## src/rtl/timer_ctrl_pkg.sv

```systemverilog
`default_nettype none
// ============================================================================
//  Module   : timer_ctrl_pkg
//  Brief    : Shared state encoding, timer status codes and helpers for the
//             timer_ctrl block.
//  Revision : 1.0 - initial release
// ============================================================================
package timer_ctrl_pkg;

  // Controller states
  typedef enum logic [2:0] {
    S_IDLE     = 3'd0,
    S_PWR      = 3'd1,
    S_WAIT_SET = 3'd2,
    S_LOAD     = 3'd3,
    S_SKIP     = 3'd4,
    S_RUN      = 3'd5,
    S_STOP     = 3'd6
  } state_e;

  // Timer status bus codes
  localparam logic [7:0] TMR_OFF = 8'hFF;
  localparam logic [7:0] TMR_SET = 8'h00;

  // Default watchdog limit for the WAIT_SET state
  localparam int WDOG_CYCLES_DEFAULT = 8;

  // Increment that sticks at all-ones
  function automatic logic [7:0] sat_inc(input logic [7:0] v);
    return (v == 8'hFF) ? v : v + 8'd1;
  endfunction

endpackage
`default_nettype wire

```

## src/rtl/timer_ctrl_expcnt.sv

```systemverilog
`default_nettype none
// ============================================================================
//  Module   : timer_ctrl_expcnt
//  Brief    : Saturating 8-bit expiry counter with synchronous clear.
//             inc_val exposes the value the counter would take on an
//             increment so the controller can compare against a limit in
//             the same cycle.
//  Revision : 1.0 - initial release
// ============================================================================
module timer_ctrl_expcnt
  import timer_ctrl_pkg::*;
(
  input  logic       clk,
  input  logic       reset,
  input  logic       clear,
  input  logic       inc,
  output logic [7:0] count,
  output logic [7:0] inc_val
);

  logic [7:0] count_q;

  assign inc_val = sat_inc(count_q);
  assign count   = count_q;

  // Count register: clear wins over increment
  always_ff @(posedge clk) begin
    if (reset) begin
      count_q <= 8'd0;
    end else if (clear) begin
      count_q <= 8'd0;
    end else if (inc) begin
      count_q <= inc_val;
    end
  end

endmodule
`default_nettype wire

```

## src/rtl/timer_ctrl.sv

```systemverilog
`default_nettype none
// ============================================================================
//  Module   : timer_ctrl
//  Brief    : Session controller for an external timer: powers it up, waits
//             for the setting phase, loads mode/value, then counts expiries
//             in one-shot or periodic mode.
//             Optional feature macro: TIMER_CTRL_WDOG_EN enables a watchdog
//             on the WAIT_SET state (err pulse + off after WDOG_CYCLES).
//  Revision : 1.0 - initial release
// ============================================================================
module timer_ctrl
  import timer_ctrl_pkg::*;
#(
  parameter int WDOG_CYCLES = WDOG_CYCLES_DEFAULT
) (
  input  logic       clk,
  input  logic       reset,
  input  logic       start,
  input  logic       abort,
  input  logic [7:0] cfg_value,
  input  logic       cfg_mode,
  input  logic [7:0] cfg_periods,
  input  logic [7:0] tmr_out,
  output logic       on,
  output logic       off,
  output logic       ok,
  output logic       mode,
  output logic [7:0] value,
  output logic       busy,
  output logic       done,
  output logic       err,
  output logic [7:0] expiries
);

  state_e     state_q, state_d;
  logic [7:0] cfg_value_q;
  logic       cfg_mode_q;
  logic [7:0] cfg_periods_q;
  logic       cap;
  logic       exp_clr;
  logic       exp_inc;
  logic [7:0] exp_next;

`ifdef TIMER_CTRL_WDOG_EN
  localparam int WDOG_W = $clog2(WDOG_CYCLES + 1);
  logic [WDOG_W-1:0] wdog_q, wdog_d;
  logic              err_d;
`else
  // Parameter kept so both builds share one instantiation interface
  logic [31:0] unused_wdog_cycles;
  assign unused_wdog_cycles = WDOG_CYCLES;
  assign err = 1'b0;
`endif

  timer_ctrl_expcnt u_expcnt (
    .clk     (clk),
    .reset   (reset),
    .clear   (exp_clr),
    .inc     (exp_inc),
    .count   (expiries),
    .inc_val (exp_next)
  );

  assign busy  = (state_q != S_IDLE);
  assign mode  = cfg_mode_q;
  assign value = cfg_value_q;

  // Next-state and command decode; abort overrides everything outside IDLE
  always_comb begin
    state_d = state_q;
    on      = 1'b0;
    off     = 1'b0;
    ok      = 1'b0;
    done    = 1'b0;
    cap     = 1'b0;
    exp_clr = 1'b0;
    exp_inc = 1'b0;
`ifdef TIMER_CTRL_WDOG_EN
    err_d   = 1'b0;
`endif
    if ((state_q != S_IDLE) && abort) begin
      off     = 1'b1;
      state_d = S_IDLE;
    end else begin
      case (state_q)
        S_IDLE: begin
          if (start) begin
            cap     = 1'b1;
            exp_clr = 1'b1;
            state_d = S_PWR;
          end
        end
        S_PWR: begin
          on      = 1'b1;
          state_d = S_WAIT_SET;
        end
        S_WAIT_SET: begin
          if (tmr_out == TMR_SET) begin
            state_d = S_LOAD;
          end
`ifdef TIMER_CTRL_WDOG_EN
          else if (wdog_q == WDOG_W'(WDOG_CYCLES)) begin
            off     = 1'b1;
            err_d   = 1'b1;
            state_d = S_IDLE;
          end
`endif
        end
        S_LOAD: begin
          ok      = 1'b1;
          state_d = S_SKIP;
        end
        S_SKIP: begin
          state_d = S_RUN;
        end
        S_RUN: begin
          if (tmr_out == TMR_SET) begin
            exp_inc = 1'b1;
            if (!cfg_mode_q) begin
              // One-shot: the timer stops itself, so no off command
              done    = 1'b1;
              state_d = S_IDLE;
            end else if ((cfg_periods_q != 8'd0) && (exp_next == cfg_periods_q)) begin
              state_d = S_STOP;
            end
          end
        end
        S_STOP: begin
          off     = 1'b1;
          done    = 1'b1;
          state_d = S_IDLE;
        end
        default: begin
          state_d = S_IDLE;
        end
      endcase
    end
  end

`ifdef TIMER_CTRL_WDOG_EN
  assign err = err_d;

  // Watchdog counts only consecutive cycles spent in WAIT_SET
  always_comb begin
    wdog_d = '0;
    if ((state_q == S_WAIT_SET) && (state_d == S_WAIT_SET)) begin
      wdog_d = wdog_q + WDOG_W'(1);
    end
  end

  // Watchdog register
  always_ff @(posedge clk) begin
    if (reset) begin
      wdog_q <= '0;
    end else begin
      wdog_q <= wdog_d;
    end
  end
`endif

  // State register and session config captured on start-accept
  always_ff @(posedge clk) begin
    if (reset) begin
      state_q       <= S_IDLE;
      cfg_value_q   <= 8'd0;
      cfg_mode_q    <= 1'b0;
      cfg_periods_q <= 8'd0;
    end else begin
      state_q <= state_d;
      if (cap) begin
        cfg_value_q   <= cfg_value;
        cfg_mode_q    <= cfg_mode;
        cfg_periods_q <= cfg_periods;
      end
    end
  end

endmodule
`default_nettype wire

```

## config.mk

```make
export PLATFORM = sky130hd
export DESIGN_NAME = timer_ctrl
export DESIGN_NICKNAME = d
export VERILOG_FILES = /design/src/rtl/timer_ctrl_pkg.sv /design/src/rtl/timer_ctrl_expcnt.sv /design/src/rtl/timer_ctrl.sv
export SDC_FILE = /design/constraint.sdc
export NUM_CORES = 1
export LEC_CHECK = 0
export ABC_AREA = 1
export BUFFER_PORTS_ARGS = -buffer_cell sky130_fd_sc_hd__buf_2
export CORE_ASPECT_RATIO = 0.5
export CORE_UTILIZATION = 38
export DETAILED_ROUTE_END_ITERATION = 7
export GPL_TIMING_DRIVEN = 0
export PLACE_DENSITY = 0.6
export SLEW_MARGIN = 20
export SYNTH_ARGS = -nofsm -noshare
export SYNTH_HDL_FRONTEND = slang
export SYNTH_HIERARCHICAL = 1
export SYNTH_SLANG_ARGS = --single-unit
```

## constraint.sdc

```tcl
create_clock -name clk -period 2.3 [get_ports clk]
set_input_delay 0.345 -clock clk [delete_from_list [all_inputs] [get_ports clk]]
set_output_delay 0.345 -clock clk [all_outputs]
set_load 0.1 [all_outputs]
```

Word level (Yosys, flattened, before mapping)
Index checks and enable logic that the tools add are counted.

Register bits: 28. Input bits: 29. Output and inout bits: 23. Logic and storage cells: 50.

$add $sub $neg: 1. Equal/unequal tests: 12. Mux-type cells: 23. Reductions and logical operators: 9.

Operator list (count): one-hot mux 3 bit (6 select lines) (1); two-way mux 1 bit (15); two-way mux 3 bit (5); == test 3 bit, second input constant (3); adder 8 x 1 -> 8 bit, second input constant (1); == test 8 bit (1); == test 8 bit, second input constant (1); zero test 8 bit (1); two-way mux 8 bit (1); nonzero test 8 bit (1); == test 3 x 2 -> 1 bit, second input constant (2); inequality test 2 bit, second input constant (3); AND reduction 4 bit (1); OR reduction 2 bit (2); == test 3 x 1 -> 1 bit, second input constant (1); zero test 3 bit (1); inequality test 3 bit, second input constant (1); nonzero test 3 bit (1); logical AND 1 bit (2); one-hot mux 1 bit (2 select lines) (1).

Longest topological paths before layout
Depth after elaboration: 8. Gate-level depth with buffers: 17. Gate-level depth less buffers: 17.

Cells and area by module
The synthesis kept the hierarchy.

By module, submodules not included: timer_ctrl (instances 1, cells an instance 161, area each 1116.1 um^2, sequential area each 400.4 um^2); timer_ctrl_expcnt (instances 1, cells an instance 83, area each 524.3 um^2, sequential area each 160.2 um^2).

Worst setup path after synthesis
No wires, ideal clock.

Path kind: register to output. Start: register state_q[2]. End: output ok. Arrival: 3370 ps. Required time: 1955 ps. Setup slack: -1415 ps. Cell stages (with the launch flop): 3. Path buffers: 1. Cells stage by stage: dfxtp_1 -> buf_6 -> nor4_1.

Longest elaborated chain between the ends: 3. Elaborated cells on any way between the ends: 5. Classes of those cells: 1 x eq/ne; 2 x mux; 2 x reduce/logical.

Ends and longest elaborated chain: start, declared (line timer_ctrl.sv:35) `state_e state_q, state_d;`; start signal, assigned (line timer_ctrl.sv:169) `state_q <= state_d;`; == test 3 x 2 -> 1 bit / nonzero test 3 bit (equally long branches) (line timer_ctrl.sv:85, timer_ctrl.sv:81); two-way mux 1 bit / logical AND 1 bit (equally long branches) (line timer_ctrl.sv:85, timer_ctrl.sv:81); two-way mux 1 bit (*) (line timer_ctrl.sv:81) `if ((state_q != S_IDLE) && abort) begin`; end, declared (line timer_ctrl.sv:26) `output logic ok,`.

Every way passes the cells marked *; elsewhere a longest branch is shown, timed or not.

Final worst setup path
Start: register state_q[1]. End: output done.

Longest elaborated chain between the ends: 3. Elaborated cells on any way between the ends: 6. Classes of those cells: 2 x eq/ne; 2 x mux; 2 x reduce/logical.

Ends and longest elaborated chain: == test 3 bit / nonzero test 3 bit (equally long branches) (line timer_ctrl.sv:85, timer_ctrl.sv:81); one-hot mux 1 bit (2 select lines) / logical AND 1 bit (equally long branches) (line timer_ctrl.sv:85, timer_ctrl.sv:81); two-way mux 1 bit (*) (line timer_ctrl.sv:81); end, declared (line timer_ctrl.sv:30) `output logic done,`.

Marks and branches as above.

==> impl_metrics.toml <==
[floorplanning]
ios = 52
die_x_um = 94.92
start_util_pct = 40.76
rows = 16
coreArea_mm2 = 0.004024
die_h_um = 48.46
die_area_mm2 = 0.004600

[critical_path]
crit_chain = "inv_1 -> nand3_2 -> nor3_4 -> nand2_1 -> o31ai_4 -> buf_4"
path_class = "reg2out"
cp_slowest_cell = "dfxtp_1"
crit_buf_inv = 2
cp-start-kind = "flip-flop"
reg2reg_slack_ns = 0.28
max_stage_delay_ns = 0.40
cp.required_ns = 1.96
cp.arrival_ns = 1.69
crit_fanout = 7
worstSetupEndpointType = "output port"
critical-path-top-delay-family = "buffers and inverters"

[grt]
grt_pass1_vias = 1504
grt_max_degree = 17
grtUsageTotal_pct = 17.21
grt_first_pass_wirelength_mm = 6.272
antenna_found_initial = 0
overflow = 0

[finish]
n_antenna_cell = 0
multiInputGateArea_um2 = 948.4
fin_area_mm2 = 0.002096
final_cell_mix = "61 x nand2_1, 49 x buf_2, 34 x nor2_1"
drive_gt1_share_pct = 32.11
area_growth_pct = 27.77
fin_nets = 330
nFillCells = 427
layout_commonest_cell = "nand2_1"
seq_area_um2 = 568.0

[cts]
htree_num_levels = 1
cts_hold_buf = 0
clk_pin_slew_ns = 0.10
cts_buffers = 3
clock-sinks = 28
clock_latency_ns = 0.28
cts_root_buf = "clkbuf_8"
cts_tree = "yes"
cts_buffer_depth = 2

[drt]
drtIter0Drc = 50
wl_mm = 3.767
ant_nets = 0
via_per_inst = 4.666
drc = 0
vias = 1647
drtPass1Iterations = 5
wl_per_cell_um = 10.67

[sta]
rsz0062_at_grt = "no"
hold_slack_ns = 0.2995
setup_viol = 0
finalCriticalPeriod_ns = 2.030
finClkSkew_ns = 0.002988
worst_slew_pin_slew_ns = 0.5525
finalSetupTns_ns = 0
max_freq_mhz = 492.5
timing.final.ws_setup_ns = 0.2697
hold_violations = 0
slew_headroom_pct = 63.17
post-route-period-util_pct = 88.28
maxSlewViolCount = 0

[synthesis]
ys.flop_type = "dfxtp_1"
syn_nets = 274
ys_seq_elements = 28
synth_area_mm2 = 0.001640
seq_area_frac_synth_pct = 34.17
async_flop_share_pct = 0
synth.distinct_cells = 31
netlist_instances = 244
yosys_warnings = 6
avgSynthCellArea_um2 = 6.723
synth_enable_flop_cells = 0

[pwr]
power_density_mw_per_mm2 = 1189
pwr-share-clk_pct = 15.8
irDropWorstVdd_v = 0.0007095
switching_power_uw = 1296
p_sw_share_pct = 52.02
p_seq_share_pct = 26.8
p_int_uw = 1196
pwr-share-comb_pct = 57.4
power_leakage_uw = 0.001017

[placement]
place_congestion = 0.8050
pre_cts_ws_ns = -0.3473
placed_area_mm2 = 0.002003
portBuffers = 50
post-dp-hpwl_mm = 2.938

[job]
maxCapViolCount = 0

[run_status]
status = "complete, no violations"

[hold_path]
hold_path.class = "in2reg"
==> worst min-delay path, stage by stage <==
cell and delay [ns]:
buf_2 0.09, nand2_1 0.05, a21oi_1 0.05
==> stage by stage <==
stage | std cells | total power [µW] | utilization, %
after global routing | 353 | 2647 | 52.08
final | 353 | 2492 | 52.08
after floorplan | 244 | 1883 | -
after detailed placement | 348 | 2109 | 49.78
after global placement | 348 | 2092 | 49.78
after CTS | 352 | 2517 | 51.90
==> timing repair <==
action / in CTS / in global routing
endpoints found under the hold margin: 0 / 0
setup endpoints to repair: 8 / 1
resized for setup: 3 / 0
buffers inserted: 0 / 1
pin swaps: 0 / 1
==> registers in the layout, indices dropped and copies added (netlist names) <==
name / flops
cfg_periods_q: 8
u_expcnt/count: 8
value: 8
state_q: 3
mode: 1
==> layout make-up <==
class	instances	share of cell area (%)
multi-input cells	176	45.25
flip-flops and latches	28	27.10
repair buffers	51	12.42
inverters	33	5.910
well taps	54	3.224
plain buffers	7	2.687
clock buffers	3	1.970
clock inverters	1	1.433
==> cell usage after synthesis, types with 3 or more instances <==
cell,n,share of area [%]
xnor2_1,4,2.1
buf_6,3,2.1
inv_1,30,6.9
a211oi_2,6,4.6
nand3_1,14,4.3
nor3_1,4,1.2
nand2_1,61,14
dfxtp_1,28,34
nand2_2,7,2.7
a21oi_1,16,4.9
nor2_1,34,7.8
o21ai_0,9,2.7
==> final timing paths <==
check / startpoint / to / cells past startpoint
worst max-delay path: state_q[1] / done / 6
worst min-delay path: cfg_value[2] / value[2] / 3
worst max register to register: u_expcnt/count[1] / state_q[2] / 16
worst min register to register: value[4] / value[4] / 2
==> routing by layer <==
metal	track usage [%]	up-vias	wire, µm
met3	3.616	2	177
li1	-	881	-
met4	3.283	0	16
met1	21.75	727	1787
met2	30.34	37	1786
met5	0	-	0
==> kinds of logic after synthesis <==
kind of cell / synth area share (%)
DFF: 34.17
and+or+nand+nor: 35.54
other: 0.2286
xor gates and xnor gates: 2.136
buffers and inverters: 10.98
adders and majority gates: 0.7627
AOI/OAI and AO/OA: 16.17
==> power by group through the flow <==
stage / registers (µW) / logic [µW] / clock network [µW]
global route: 679 / 1540 / 430
global placement: 674 / 1420 / 0
detailed placement: 677 / 1430 / 0
floorplan: 900 / 984 / 0
finish: 668 / 1430 / 394
CTS: 666 / 1440 / 409
Power figures use the tool's default switching activity.
